### src/rtl/pcie_tlp_pkg.sv
// Shared TLP encodings for the endpoint application layer: header field constants,
// the c2h transmit state enum and a 3-DW Memory Write header builder.
package pcie_tlp_pkg;

  localparam logic [2:0] FMT_3DW_DATA = 3'b010;
  localparam logic [4:0] TYPE_MEM     = 5'b00000;
  localparam logic [9:0] MWR_LEN_DW   = 10'd8;

  typedef enum logic [2:0] {
    TX_IDLE,
    TX_H01,
    TX_H2D0,
    TX_D12,
    TX_D34,
    TX_D56,
    TX_D7
  } tx_state_e;

  // Returns {DW2, DW1, DW0}; the low two address bits are forced to zero (DW aligned).
  function automatic logic [95:0] mwr32_hdr(input logic [15:0] req_id,
                                            input logic [31:0] addr);
    logic [31:0] dw0;
    logic [31:0] dw1;
    logic [31:0] dw2;
    dw0 = {FMT_3DW_DATA, TYPE_MEM, 1'b0, 3'b000, 4'b0000, 1'b0, 1'b0,
           2'b00, 2'b00, MWR_LEN_DW};
    dw1 = {req_id, 8'h00, 4'hF, 4'hF};
    dw2 = addr & 32'hFFFF_FFFC;
    return {dw2, dw1, dw0};
  endfunction

endpackage

### src/rtl/pcie_tlp_hdr_gen.sv
// Combinational 32-bit-address Memory Write header generator, shared with the
// completion path so both build headers identically.
module pcie_tlp_hdr_gen
  import pcie_tlp_pkg::*;
(
  input  logic [15:0] req_id,
  input  logic [31:0] addr,
  output logic [95:0] hdr
);

  assign hdr = mwr32_hdr(req_id, addr);

endmodule

### src/rtl/pcie_c2h_mwr_tx.sv
// SoftMC-to-host transmit engine: each accepted 256-bit stream beat becomes one
// 8-DW Memory Write TLP on the 64-bit s_axis_tx interface, aimed at a host ring.
module pcie_c2h_mwr_tx
  import pcie_tlp_pkg::*;
#(
  parameter int C_DATA_WIDTH = 64,
  parameter int KEEP_WIDTH   = C_DATA_WIDTH / 8,
  parameter int STREAM_WIDTH = 256,
  parameter int RING_AW      = 16
)(
  input  logic                    user_clk,
  input  logic                    user_reset,
  input  logic                    user_lnk_up,
  input  logic [15:0]             cfg_completer_id,
  input  logic [15:0]             cfg_command,
  input  logic                    c2h_enable,
  input  logic [31:0]             c2h_base_addr,
  input  logic [STREAM_WIDTH-1:0] softmc_c2h_tdata,
  input  logic                    softmc_c2h_tvalid,
  output logic                    softmc_c2h_tready,
  input  logic                    softmc_c2h_tlast,
  input  logic                    s_axis_tx_tready,
  output logic [C_DATA_WIDTH-1:0] s_axis_tx_tdata,
  output logic [KEEP_WIDTH-1:0]   s_axis_tx_tkeep,
  output logic                    s_axis_tx_tlast,
  output logic                    s_axis_tx_tvalid,
  output logic                    tx_src_dsc,
  output logic [RING_AW-1:0]      c2h_wr_offset,
  output logic                    c2h_done
);

  localparam logic [RING_AW-1:0] TLP_BYTES = RING_AW'(32);

  tx_state_e               state_q, state_d;
  logic [STREAM_WIDTH-1:0] beat_q, beat_d;
  logic                    last_q, last_d;
  logic [RING_AW-1:0]      addr_q, addr_d;
  logic [RING_AW-1:0]      offset_q, offset_d;
  logic [C_DATA_WIDTH-1:0] tdata_q, tdata_d;
  logic [KEEP_WIDTH-1:0]   tkeep_q, tkeep_d;
  logic                    tlast_q, tlast_d;
  logic                    tvalid_q, tvalid_d;
  logic                    done_q, done_d;

  logic                    run;
  logic                    kill;
  logic                    accept;
  logic                    tx_adv;
  logic [95:0]             hdr;
  logic                    unused_bits;

  function automatic logic [31:0] pdw(input logic [STREAM_WIDTH-1:0] b, input int i);
    return b[32*i +: 32];
  endfunction

  assign run    = user_lnk_up & cfg_command[2] & c2h_enable;
  // The core drops in-flight TLPs on link loss, so that is treated exactly like reset.
  assign kill   = user_reset | ~user_lnk_up;
  assign accept = softmc_c2h_tready & softmc_c2h_tvalid;
  assign tx_adv = tvalid_q & s_axis_tx_tready;

  assign softmc_c2h_tready = run & ~user_reset & (state_q == TX_IDLE);

  assign unused_bits = ^{cfg_command[15:3], cfg_command[1:0], c2h_base_addr[RING_AW-1:0]};

  pcie_tlp_hdr_gen u_hdr (
    .req_id (cfg_completer_id),
    .addr   ({c2h_base_addr[31:RING_AW], addr_q}),
    .hdr    (hdr)
  );

  always_comb begin
    state_d  = state_q;
    beat_d   = beat_q;
    last_d   = last_q;
    addr_d   = addr_q;
    offset_d = offset_q;
    tdata_d  = tdata_q;
    tkeep_d  = tkeep_q;
    tlast_d  = tlast_q;
    tvalid_d = tvalid_q;
    done_d   = 1'b0;
    case (state_q)
      TX_IDLE: begin
        if (accept) begin
          beat_d   = softmc_c2h_tdata;
          last_d   = softmc_c2h_tlast;
          addr_d   = offset_q;
          state_d  = TX_H01;
          tdata_d  = hdr[63:0];
          tkeep_d  = '1;
          tlast_d  = 1'b0;
          tvalid_d = 1'b1;
        end else if (!c2h_enable) begin
          offset_d = '0;
        end
      end
      TX_H01: begin
        if (tx_adv) begin
          state_d = TX_H2D0;
          tdata_d = {pdw(beat_q, 0), hdr[95:64]};
        end
      end
      TX_H2D0: begin
        if (tx_adv) begin
          state_d = TX_D12;
          tdata_d = {pdw(beat_q, 2), pdw(beat_q, 1)};
        end
      end
      TX_D12: begin
        if (tx_adv) begin
          state_d = TX_D34;
          tdata_d = {pdw(beat_q, 4), pdw(beat_q, 3)};
        end
      end
      TX_D34: begin
        if (tx_adv) begin
          state_d = TX_D56;
          tdata_d = {pdw(beat_q, 6), pdw(beat_q, 5)};
        end
      end
      TX_D56: begin
        if (tx_adv) begin
          state_d = TX_D7;
          tdata_d = {32'h0, pdw(beat_q, 7)};
          tkeep_d = KEEP_WIDTH'(8'h0F);
          tlast_d = 1'b1;
        end
      end
      TX_D7: begin
        // Ring offset wraps inside RING_AW bits; the base is never carried into.
        if (tx_adv) begin
          state_d  = TX_IDLE;
          tdata_d  = '0;
          tkeep_d  = '0;
          tlast_d  = 1'b0;
          tvalid_d = 1'b0;
          offset_d = offset_q + TLP_BYTES;
          done_d   = last_q;
        end
      end
      default: begin
        state_d  = TX_IDLE;
        tvalid_d = 1'b0;
      end
    endcase
  end

  always_ff @(posedge user_clk) begin
    if (kill) begin
      state_q  <= TX_IDLE;
      offset_q <= '0;
      tdata_q  <= '0;
      tkeep_q  <= '0;
      tlast_q  <= 1'b0;
      tvalid_q <= 1'b0;
      done_q   <= 1'b0;
    end else begin
      state_q  <= state_d;
      offset_q <= offset_d;
      tdata_q  <= tdata_d;
      tkeep_q  <= tkeep_d;
      tlast_q  <= tlast_d;
      tvalid_q <= tvalid_d;
      done_q   <= done_d;
    end
  end

  always_ff @(posedge user_clk) begin
    beat_q <= beat_d;
    last_q <= last_d;
    addr_q <= addr_d;
  end

  assign s_axis_tx_tdata  = tdata_q;
  assign s_axis_tx_tkeep  = tkeep_q;
  assign s_axis_tx_tlast  = tlast_q;
  assign s_axis_tx_tvalid = tvalid_q;
  assign tx_src_dsc       = 1'b0;
  assign c2h_wr_offset    = offset_q;
  assign c2h_done         = done_q;

endmodule

### config.mk
export PLATFORM = sky130hd
export DESIGN_NAME = pcie_c2h_mwr_tx
export DESIGN_NICKNAME = d
export VERILOG_FILES = /design/src/rtl/pcie_tlp_pkg.sv /design/src/rtl/pcie_tlp_hdr_gen.sv /design/src/rtl/pcie_c2h_mwr_tx.sv
export SDC_FILE = /design/constraint.sdc
export NUM_CORES = 1
export LEC_CHECK = 0
export BUFFER_PORTS_ARGS = -buffer_cell sky130_fd_sc_hd__buf_4
export CORE_ASPECT_RATIO = 0.9
export CORE_UTILIZATION = 46
export DETAILED_ROUTE_END_ITERATION = 8
export PLACE_DENSITY = 0.76
export SKIP_LAST_GASP = 1
export SYNTH_ARGS = -nofsm -noshare
export SYNTH_HDL_FRONTEND = slang
export SYNTH_SLANG_ARGS = --single-unit
### constraint.sdc
create_clock -name user_clk -period 19.5 [get_ports user_clk]
set_input_delay 0 -clock user_clk [delete_from_list [all_inputs] [get_ports user_clk]]
set_output_delay 0 -clock user_clk [all_outputs]
set_load 0.01 [all_outputs]
Word-level counts from Yosys, hierarchy flattened
Index checks and enable logic that the tools add are counted.

cells by class
  add/sub/neg operators = 1
  multiply operators = 0
  divide/modulo/power cells = 0
  $lt $le $gt $ge = 0
  equality and inequality tests = 15
  shift operators = 0
  muxes and demuxes = 30
  bitwise gates (word level) = 12
  reductions and logical operators = 12

operators by type and width
  kind                                            count
  2-to-1 mux 64 bit                               7
  case mux 64 bit (7 select lines)                1
  2-to-1 mux 16 bit                               3
  case mux 16 bit (2 select lines)                1
  2-to-1 mux 8 bit                                3
  case mux 8 bit (3 select lines)                 1
  2-to-1 mux 3 bit                                7
  case mux 3 bit (7 select lines)                 1
  inequality test 2 bit (second input constant)   9
  adder 16 x 6 -> 16 bit (second input constant)  1
  == test 3 bit (second input constant)           3
  AND reduction 4 bit                             2
  AND reduction 8 bit                             1
  AND reduction 7 bit                             1
  nonzero test 7 bit                              1
  bitwise AND 1 bit                               6
  == test 3 x 2 -> 1 bit (second input constant)  2
  case mux 1 bit (3 select lines)                 2
  NOT 1 bit                                       5
  OR reduction 5 bit                              1
  2-to-1 mux 1 bit                                4
  == test 3 x 1 -> 1 bit (second input constant)  1
  logical NOT 3 bit                               1
  AND reduction 3 bit                             1
  other kinds (5)                                 5

word-level totals
  register bits after elaboration = 367
  latch bits = 0
  memory bits (writable) = 0
  bits in read-only memories = 0
  output and inout port bits = 93
  word-level logic and storage cells = 80
  memories = 0

Logic depth before layout (Yosys ltp)
Gate-level depths: netlist of the first run.

  depth in word-level cells = 7
  mapped depth = 9
  mapped depth without buffers = 6

Modules after synthesis
A second synthesis of the first run with hierarchy kept.

second synthesis, totals
  cells, all modules = 1194
  area, all modules = 15030.7 sq um

by module, submodules not included
  module            instances  cells each  area an instance (sq um)
  pcie_c2h_mwr_tx   1          1096        14302.5
  pcie_tlp_hdr_gen  1          98          728.2

Worst setup path before layout of the first run
Ideal clock, no wire load.

  path type = flip-flop to flip-flop
  start point = reg state_q[2]
  end point = reg tvalid_q (netlist: s_axis_tx_tvalid)
  setup time = 0.141 ns
  arrival time = 21.045 ns
  setup slack = -1.686 ns
  cell stages (with the launch flop) = 6
  path buffers = 2
  clock period less this slack = 21.186 ns
  path through = dfxtp_1 buf_4 or2_1 buf_4 nor3_1 o221a_2

between the ends
  longest elaborated chain between the ends = 5

ends and longest elaborated chain
  element                                 RTL line                                      RTL
  start, declared                         pcie_c2h_mwr_tx.sv:34                         tx_state_e state_q, state_d;
  start signal, assigned                  pcie_c2h_mwr_tx.sv:159                        state_q <= state_d;
  logical NOT 3 bit                       pcie_c2h_mwr_tx.sv:62, pcie_c2h_mwr_tx.sv:83
  bitwise AND 1 bit                       pcie_c2h_mwr_tx.sv:62                         assign softmc_c2h_tready = run & ~user_reset & (state_q == TX_IDLE);
  bitwise AND 1 bit                       pcie_c2h_mwr_tx.sv:59                         assign accept = softmc_c2h_tready & softmc_c2h_tvalid;
  inequality test 2 bit (no source line)  -
  AND reduction 3 bit (no source line)    -
  end signal, assigned                    pcie_c2h_mwr_tx.sv:164                        tvalid_q <= tvalid_d;
  end, declared                           pcie_c2h_mwr_tx.sv:42                         logic tvalid_q, tvalid_d;

Several ways; a longest one is shown, not always the timed one.
A chain may end at the register's enable or synchronous reset.

Final worst setup path of the first run
  start point = reg state_q[1]
  end point = reg tdata_q[21] (netlist: s_axis_tx_tdata[21])

between the ends
  longest elaborated chain between the ends = 5

ends and longest elaborated chain
  element                                 RTL line                                      RTL
  logical NOT 3 bit                       pcie_c2h_mwr_tx.sv:62, pcie_c2h_mwr_tx.sv:83
  bitwise AND 1 bit                       pcie_c2h_mwr_tx.sv:62
  bitwise AND 1 bit                       pcie_c2h_mwr_tx.sv:59
  inequality test 2 bit (no source line)  -
  AND reduction 8 bit (no source line)    -
  end signal, assigned                    pcie_c2h_mwr_tx.sv:161                        tdata_q <= tdata_d;
  end, declared                           pcie_c2h_mwr_tx.sv:39                         logic [C_DATA_WIDTH-1:0] tdata_q, tdata_d;

Several ways; a longest one is shown, not always the timed one.

==> impl_metrics.csv, run 1 <==
group,metric,value,unit
setup_path,endpoint_kind,"register",
routing,vias,11300,
status,status,"completed",
timing,fin_ws,15480,ps
yosys,synth_cell_type_count,52,
place,dp_hpwl,24.8,mm
setup_path,cp_cell_sequence,"buf_4 > nand2b_1 > nor2_1 > a221oi_1 > o2bb2ai_1",
timing,fmax,0.249,GHz
timing,skew,22.3,ps
floorplan,start_util,46.8,%
cts,ctsHtreeMaxLevel,2,
setup_path,critPathLaunch,"state_q[1]",
routing,firstDrtPassIters,5,
routing,drc,0,
routing,postRouteAntennaNets,0,
yosys,yosys_warnings,0,
global_routing,grt_overflow,0,
yosys,synth_edf_count,268,
global_routing,grt_pass1_vias,11600,
yosys,synthArstFlopShare,0,%
setup_path,worstPathArrival,4430,ps
yosys,ys_ff_latch,351,
layout,layout_commonest_cell,"buf_4",
timing,fin_crit_sh,20.6,%
global_routing,grt_util_all_layers,30.0,%
timing,fin_crit,4020,ps
routing,drtIter0Drc,927,
global_routing,antenna_found_initial,4,
global_routing,grt_pass1_wl,67.4,mm
yosys,synthCells,945,
routing,wire_per_inst,23.0,microns
yosys,syn_area_per_cell,14.4,sq um
cts,cts_buffers,37,
floorplan,rows,59,
yosys,syn_area,13600,sq um
cts,cts_root_buf,"clkbuf_16",
setup_path,crit_fanout,66,
yosys,ys.flop_type,"edfxtp_1",
hold_path,holdCritStartpoint,"cfg_completer_id[10]",
cts,cts_hold_buf,280,
timing,drv_slew,0,
timing,timing.final.setup_violations,0,
layout,drive_above_1_share,30.2,%
setup_path,timing.rr.start,"state_q[1]",
timing,hold_viol,0,
place,place_ws,15770,ps
cts,clk_latency,520,ps
floorplan,fp.dieH,165,microns
yosys,seq_area_frac_synth,71.5,%
layout,fill_cells,1751,
cts,cts_sinks,351,
routing,vias_per_cell,5.59,
layout,fin_nets,1915,
power_and_ir_drop,ir_drop,0.0709,mV
layout,final_cell_mix,"buf_4, dlygate4sd3_1, edfxtp_1",
cts,cts_buffer_depth,3,
hold_path,min_path_type,"primary input to register",
floorplan,core-area,29000,sq um
cts,cts_resized,0,
power_and_ir_drop,finalPower,1640,uW
place,place.gp.congestion,0.865,
global_routing,grt_max_degree,199,
setup_path,worst-path-buf-inv,1,
timing,max_slew_margin,11.1,%
timing,worst_pin_slew,1330,ps
timing,rsz0062_at_grt,"no",
setup_path,worstSetupPathType,"register to register",
job,drv_cap,0,
power_and_ir_drop,leakage,0.00765,uW
setup_path,required,19910,ps
power_and_ir_drop,power.density,79.1,nW/um^2
setup_path,crit_family,"simple AND/OR/NAND/NOR gates",
setup_path,critPathSlowestCell,"nor2_1",
floorplan,die_w,183,microns
place,io_buffers,382,
setup_path,cp-start-kind,"register",
timing,tns,0,ps
layout,area_growth,52.7,%
cts,post_cts_buffers,0,
cts,clk_pin_slew,60,ps
cts,cts_tree,"yes",
routing,wl,46.3,mm
setup_path,crit_path_max_incr_delay,1020,ps
floorplan,ios,420,
floorplan,die_area,30200,sq um
metal layers:
layer  vias to the layer above  global-route usage (%)  part of all wire (%)
met1                      5461                    36.2                    38
li1                       4933                       -                     -
met3                       126                    7.19                   9.3
met5                         -                       0                     0
met2                       734                    52.0                    50
met4                         0                    11.6                   3.4
final timing paths:
path | to | slack [ps] | cells after the start
max | s_axis_tx_tdata[21] | 15480 | 5
min reg2reg | s_axis_tx_tdata[49] | 460 | 2
max reg2reg | s_axis_tx_tdata[21] | 15480 | 5
min | s_axis_tx_tdata[58] | 0.9 | 5
final cells by class:
type	count	area, sq um	area share (%)
multi-input combinational	522	3550	17.1
clock buffer	49	991	4.78
inverter	1	3.75	0.0181
timing repair buffer	674	5770	27.8
sequential	351	9720	46.8
antenna	4	10.0	0.0482
tap	396	495	2.39
clock inverter	18	201	0.971
kinds of logic after synthesis:
family | after synthesis | synth area share [%]
flip-flops | 351 | 71.5
AO/OA/AOI/OAI | 243 | 12.8
AND/OR/NAND/NOR | 183 | 6.09
multiplexers | 88 | 6.65
buffers and inverters | 77 | 2.86
adder cells (fa/ha/maj) | 1 | 0.0921
other | 1 | 0.0276
XOR/XNOR | 1 | 0.0645
synth_stat cells (all sizes together), types with 4 or more instances:
master	n	share of area [%]
a211oi	9	0.50
nor2b	9	0.41
a2111oi	5	0.74
nor2	81	2.3
o21ai	43	1.6
a21oi	45	1.7
dfxtp	83	12
o211ai	12	0.66
nand2b	4	0.18
edfxtp	268	59
mux2i	70	5.2
clkbuf	27	0.75
a22oi	41	2.3
a221oi	21	1.4
and2	4	0.18
a22o	12	0.77
o2bb2ai	20	1.3
and3	5	0.23
nand2	40	1.1
mux2	18	1.5
buf	49	2.1
o22ai	18	0.83
nor3	10	0.37
o31ai	4	0.22
nand3	18	0.66
per-stage QoR:
stage	util [%]	hold slack, ps	cell area (sq um)	cells
floorplan	-	98.9	13600	950
global placement	57.7	178	16700	1664
detailed placement	57.7	179	16700	1664
CTS	71.5	0.266	20700	2011
global route	71.5	18.8	20700	2015
finish	71.5	0.926	20700	2015
worst register-to-register path: cells and delay by family, from the launching register on:
kind | cells | cell delay [ps]
buffers and inverters | 1 | 820
AOI/OAI and AO/OA | 2 | 620
and+or+nand+nor | 2 | 1780
DFF | 1 | 710
where the power goes:
part | total (uW) | switching, uW | internal (uW)
sequential | 814 | 2.97 | 811
clock | 706 | 293 | 413
combinational | 121 | 40.6 | 80.2
total | 1640 | 336 | 1300
sequential cells by signal, summed over array words and instances, names as in the netlist:
signal / count
addr_q: 11
beat_q: 256
c2h_done: 1
c2h_wr_offset: 11
last_q: 1
s_axis_tx_tdata: 64
s_axis_tx_tkeep: 2
s_axis_tx_tlast: 1
s_axis_tx_tvalid: 1
state_q: 3
No activity file was read; power rests on OpenSTA's default activity.
==> inputs of run 2 (changes only) <==
--- a/config.mk
+++ b/config.mk
@@ -5,11 +5,12 @@
 export SDC_FILE = /design/constraint.sdc
 export NUM_CORES = 1
 export LEC_CHECK = 0
+export ABC_AREA = 1
 export BUFFER_PORTS_ARGS = -buffer_cell sky130_fd_sc_hd__buf_4
 export CORE_ASPECT_RATIO = 0.9
-export CORE_UTILIZATION = 46
+export CORE_UTILIZATION = 47
 export DETAILED_ROUTE_END_ITERATION = 8
-export PLACE_DENSITY = 0.76
+export PLACE_DENSITY = 0.77
 export SKIP_LAST_GASP = 1
 export SYNTH_ARGS = -nofsm -noshare
 export SYNTH_HDL_FRONTEND = slang
==> constraint.sdc (replaced) <==
create_clock -name user_clk -period 3.6 [get_ports user_clk]
set_input_delay 0 -clock user_clk [delete_from_list [all_inputs] [get_ports user_clk]]
set_output_delay 0 -clock user_clk [all_outputs]
set_load 0.01 [all_outputs]
==> run 2 against run 1 <==
Utilization increased by 1.2 points; cell count rose by 21%; worst setup slack worse by 15000 ps; wire length rose by 3.8%; non-clock buffer count grew 12; highest routed layer unchanged; register-to-register slack got worse by 15000 ps; cell area rose by 2.0%; sequential cell count is the same; critical path type unchanged.
==> impl_metrics.csv, run 2 <==
group,metric,value,unit
power_and_ir_drop,comb_power_share,17.5,%
power_and_ir_drop,ir_drop,0.423,mV
status,status,"completed",
timing,timing.final.setup_violations,0,
yosys,syn_area_per_cell,10.4,sq um
global_routing,grt_pass1_vias,13400,
cts,cts_buffers,36,
timing,fin_ws,786,ps
power_and_ir_drop,p_sw_share,26.4,%
hold_path,min_path_type,"primary input to register",
setup_path,path_common_cell,"nand2_1",
routing,wl,48.0,mm
setup_path,worst-path-buf-inv,1,
power_and_ir_drop,finalPower,9870,uW
power_and_ir_drop,p_sw,2610,uW
yosys,seq_area_frac_synth,69.4,%
power_and_ir_drop,power.density,466,nW/um^2
layout,area_growth,51.3,%
setup_path,critPathLaunch,"state_q[2]",
power_and_ir_drop,leakage,0.00895,uW
setup_path,crit_fanout,26,
power_and_ir_drop,seqPwrFrac,46.3,%
setup_path,crit_path_max_incr_delay,890,ps
hold_path,holdCritStartpoint,"user_reset",
timing,tns,0,ps
routing,vias_per_cell,5.21,
setup_path,crit_family,"simple AND/OR/NAND/NOR gates",
yosys,ys.flop_type,"edfxtp_1",
global_routing,grt_pass1_wl,72.0,mm
cts,cts_root_buf,"clkbuf_16",
place,dp_hpwl,24.2,mm
yosys,synth_common_cells,"nand2_1, edfxtp_1, nor2_1, inv_1, dfxtp_1",
layout,seq_area,9710,sq um
layout,drive_above_1_share,23.5,%
setup_path,timing.rr.start,"state_q[2]",
floorplan,ios,420,
layout,layout_commonest_cell,"nand2_1",
place,place_ws,975,ps
layout,fin_nets,2332,
yosys,synth_most_common_cell,"nand2_1",
setup_path,cp-start-kind,"register",
timing,fmax,0.355,GHz
cts,cts_tree,"yes",
layout,top_register,"beat_q",
yosys,yosys_warnings,0,
timing,skew,26.2,ps
yosys,syn_area,14000,sq um
setup_path,required,4040,ps
yosys,ys_ff_latch,351,
timing,max_slew_margin,19.4,%
cts,cts_buffer_depth,3,
timing,drv_slew,0,
layout,fill_cells,1768,
yosys,yosysTopAreaCell,"edfxtp_1",
global_routing,antenna_found_initial,8,
job,drv_cap,0,
cts,post_cts_buffers,0,
yosys,synthArstFlopShare,0,%
routing,wire_per_inst,19.7,microns
cts,cts_sinks,351,
routing,drc,0,
place,placedCellCount,2070,
global_routing,grt_max_degree,140,
yosys,synth_edf_count,268,
timing,fin_crit,2810,ps
layout,stdcell_count,2436,
global_routing,grt_overflow,0,
place,place.gp.congestion,0.841,
timing,rsz0062_at_grt,"no",
power_and_ir_drop,clockPowerShare,36.2,%
floorplan,core-area,29100,sq um
floorplan,die_area,30400,sq um
floorplan,rows,59,
setup_path,endpoint_kind,"register",
routing,postRouteAntennaNets,0,
floorplan,fp.dieH,166,microns
place,io_buffers,382,
yosys,synth_cell_type_count,33,
layout,multi_input_area,3380,sq um
timing,fin_crit_sh,78.2,%
cts,clk_pin_slew,60,ps
timing,worst_pin_slew,1210,ps
layout,largest_register_ffs,256,
cts,clk_latency,520,ps
yosys,ys_top_cells_by_area,"edfxtp_1, dfxtp_1, nand2_1, nor2_1, inv_1",
routing,vias,12700,
power_and_ir_drop,p_int,7260,uW
floorplan,die_w,184,microns
routing,drtIter0Drc,912,
yosys,synthCells,1340,
setup_path,critPathSlowestCell,"nand2_1",
setup_path,cp_cell_sequence,"nand2_1 > inv_1 > nand2_1 > nand2_1 > nand2_1 > nand4_1 > nor2_1 > nor2_1",
setup_path,worstSetupPathType,"register to register",
routing,firstDrtPassIters,6,
setup_path,worstPathArrival,3250,ps
global_routing,grt_util_all_layers,31.2,%
yosys,synth_top_area_share,57.6,%
cts,ctsHtreeMaxLevel,2,
timing,hold_viol,0,
floorplan,start_util,48.1,%
layout,final_cell_mix,"nand2_1, buf_4, dlygate4sd3_1",
==> run 2: cell types whose count changed after synthesis, moves of 34 or more <==
cell     previous run  this run
a22oi_1            41         2
nor2_1             79       166
nand4_1             2        39
o21ai_0            43         9
mux2i_1            70         0
nand2_1            40       431
inv_1               1       124
==> run 2: cells by family (layout without fill, tap and decap cells) <==
logic type	Yosys count	count (layout)	synth area share, %
XOR/XNOR	1	1	0.0627
flip-flops	351	351	69.4
AND/OR/NAND/NOR	716	716	21.0
other	1	15	0.0268
adder cells (fa/ha/maj)	1	1	0.0895
AO/OA/AOI/OAI	66	66	2.61
buffers and inverters	204	890	6.72
==> run 2: metal layers <==
layer / routed length [microns] / share of wire, % / vias to the layer above / GRT usage, %
li1: - / - / 5690 / -
met1: 16500 / 34 / 5953 / 33.6
met2: 24100 / 50 / 829 / 54.9
met3: 4720 / 9.8 / 230 / 7.83
met4: 2700 / 5.6 / 0 / 18.5
met5: 0 / 0 / - / 0
==> run 2: power groups by stage <==
stage	clock (uW)	sequential [uW]	combinational, uW
floorplan	0	4670	793
global placement	0	4640	1320
detailed placement	0	4650	1350
CTS	3560	4560	1620
global route	3750	4580	1860
finish	3570	4570	1730
==> run 2: worst paths after layout <==
kind	depth (start not counted)	to	slack, ps
setup / recovery	8	s_axis_tx_tdata[52]	790
setup reg to reg	8	s_axis_tx_tdata[52]	790
hold / removal	4	s_axis_tx_tvalid	40
hold reg to reg	2	s_axis_tx_tlast	460
==> run 2: tightest hold or removal path: stages <==
cell and delay, ps:
buf_4 80, inv_1 40, nand2_1 320, a21oi_1 70
==> run 2: layout make-up <==
| type | instances | area share, % |
|---|---|---|
| sequential | 351 | 45.9 |
| inverter | 139 | 2.50 |
| timing repair buffer | 686 | 28.0 |
| clock inverter | 17 | 0.586 |
| tap | 396 | 2.34 |
| antenna | 9 | 0.106 |
| clock buffer | 48 | 4.62 |
| multi-input combinational | 790 | 16.0 |
==> run 2: per-stage QoR <==
stage                     utilization, %  instance area (sq um)  hold WS [ps]
after floorplan                        -                  14000          98.9
after global placement              58.8                  17100           179
after detailed placement            58.8                  17100           179
after CTS                           72.7                  21100          44.6
after global routing                72.7                  21200          80.3
final                               72.7                  21200          35.8
==> run 2: timing repair <==
action                                 4_1_cts  5_1_grt
gates resized for setup                      0        0
endpoints found under the hold margin      301        0
hold buffers                               292        0
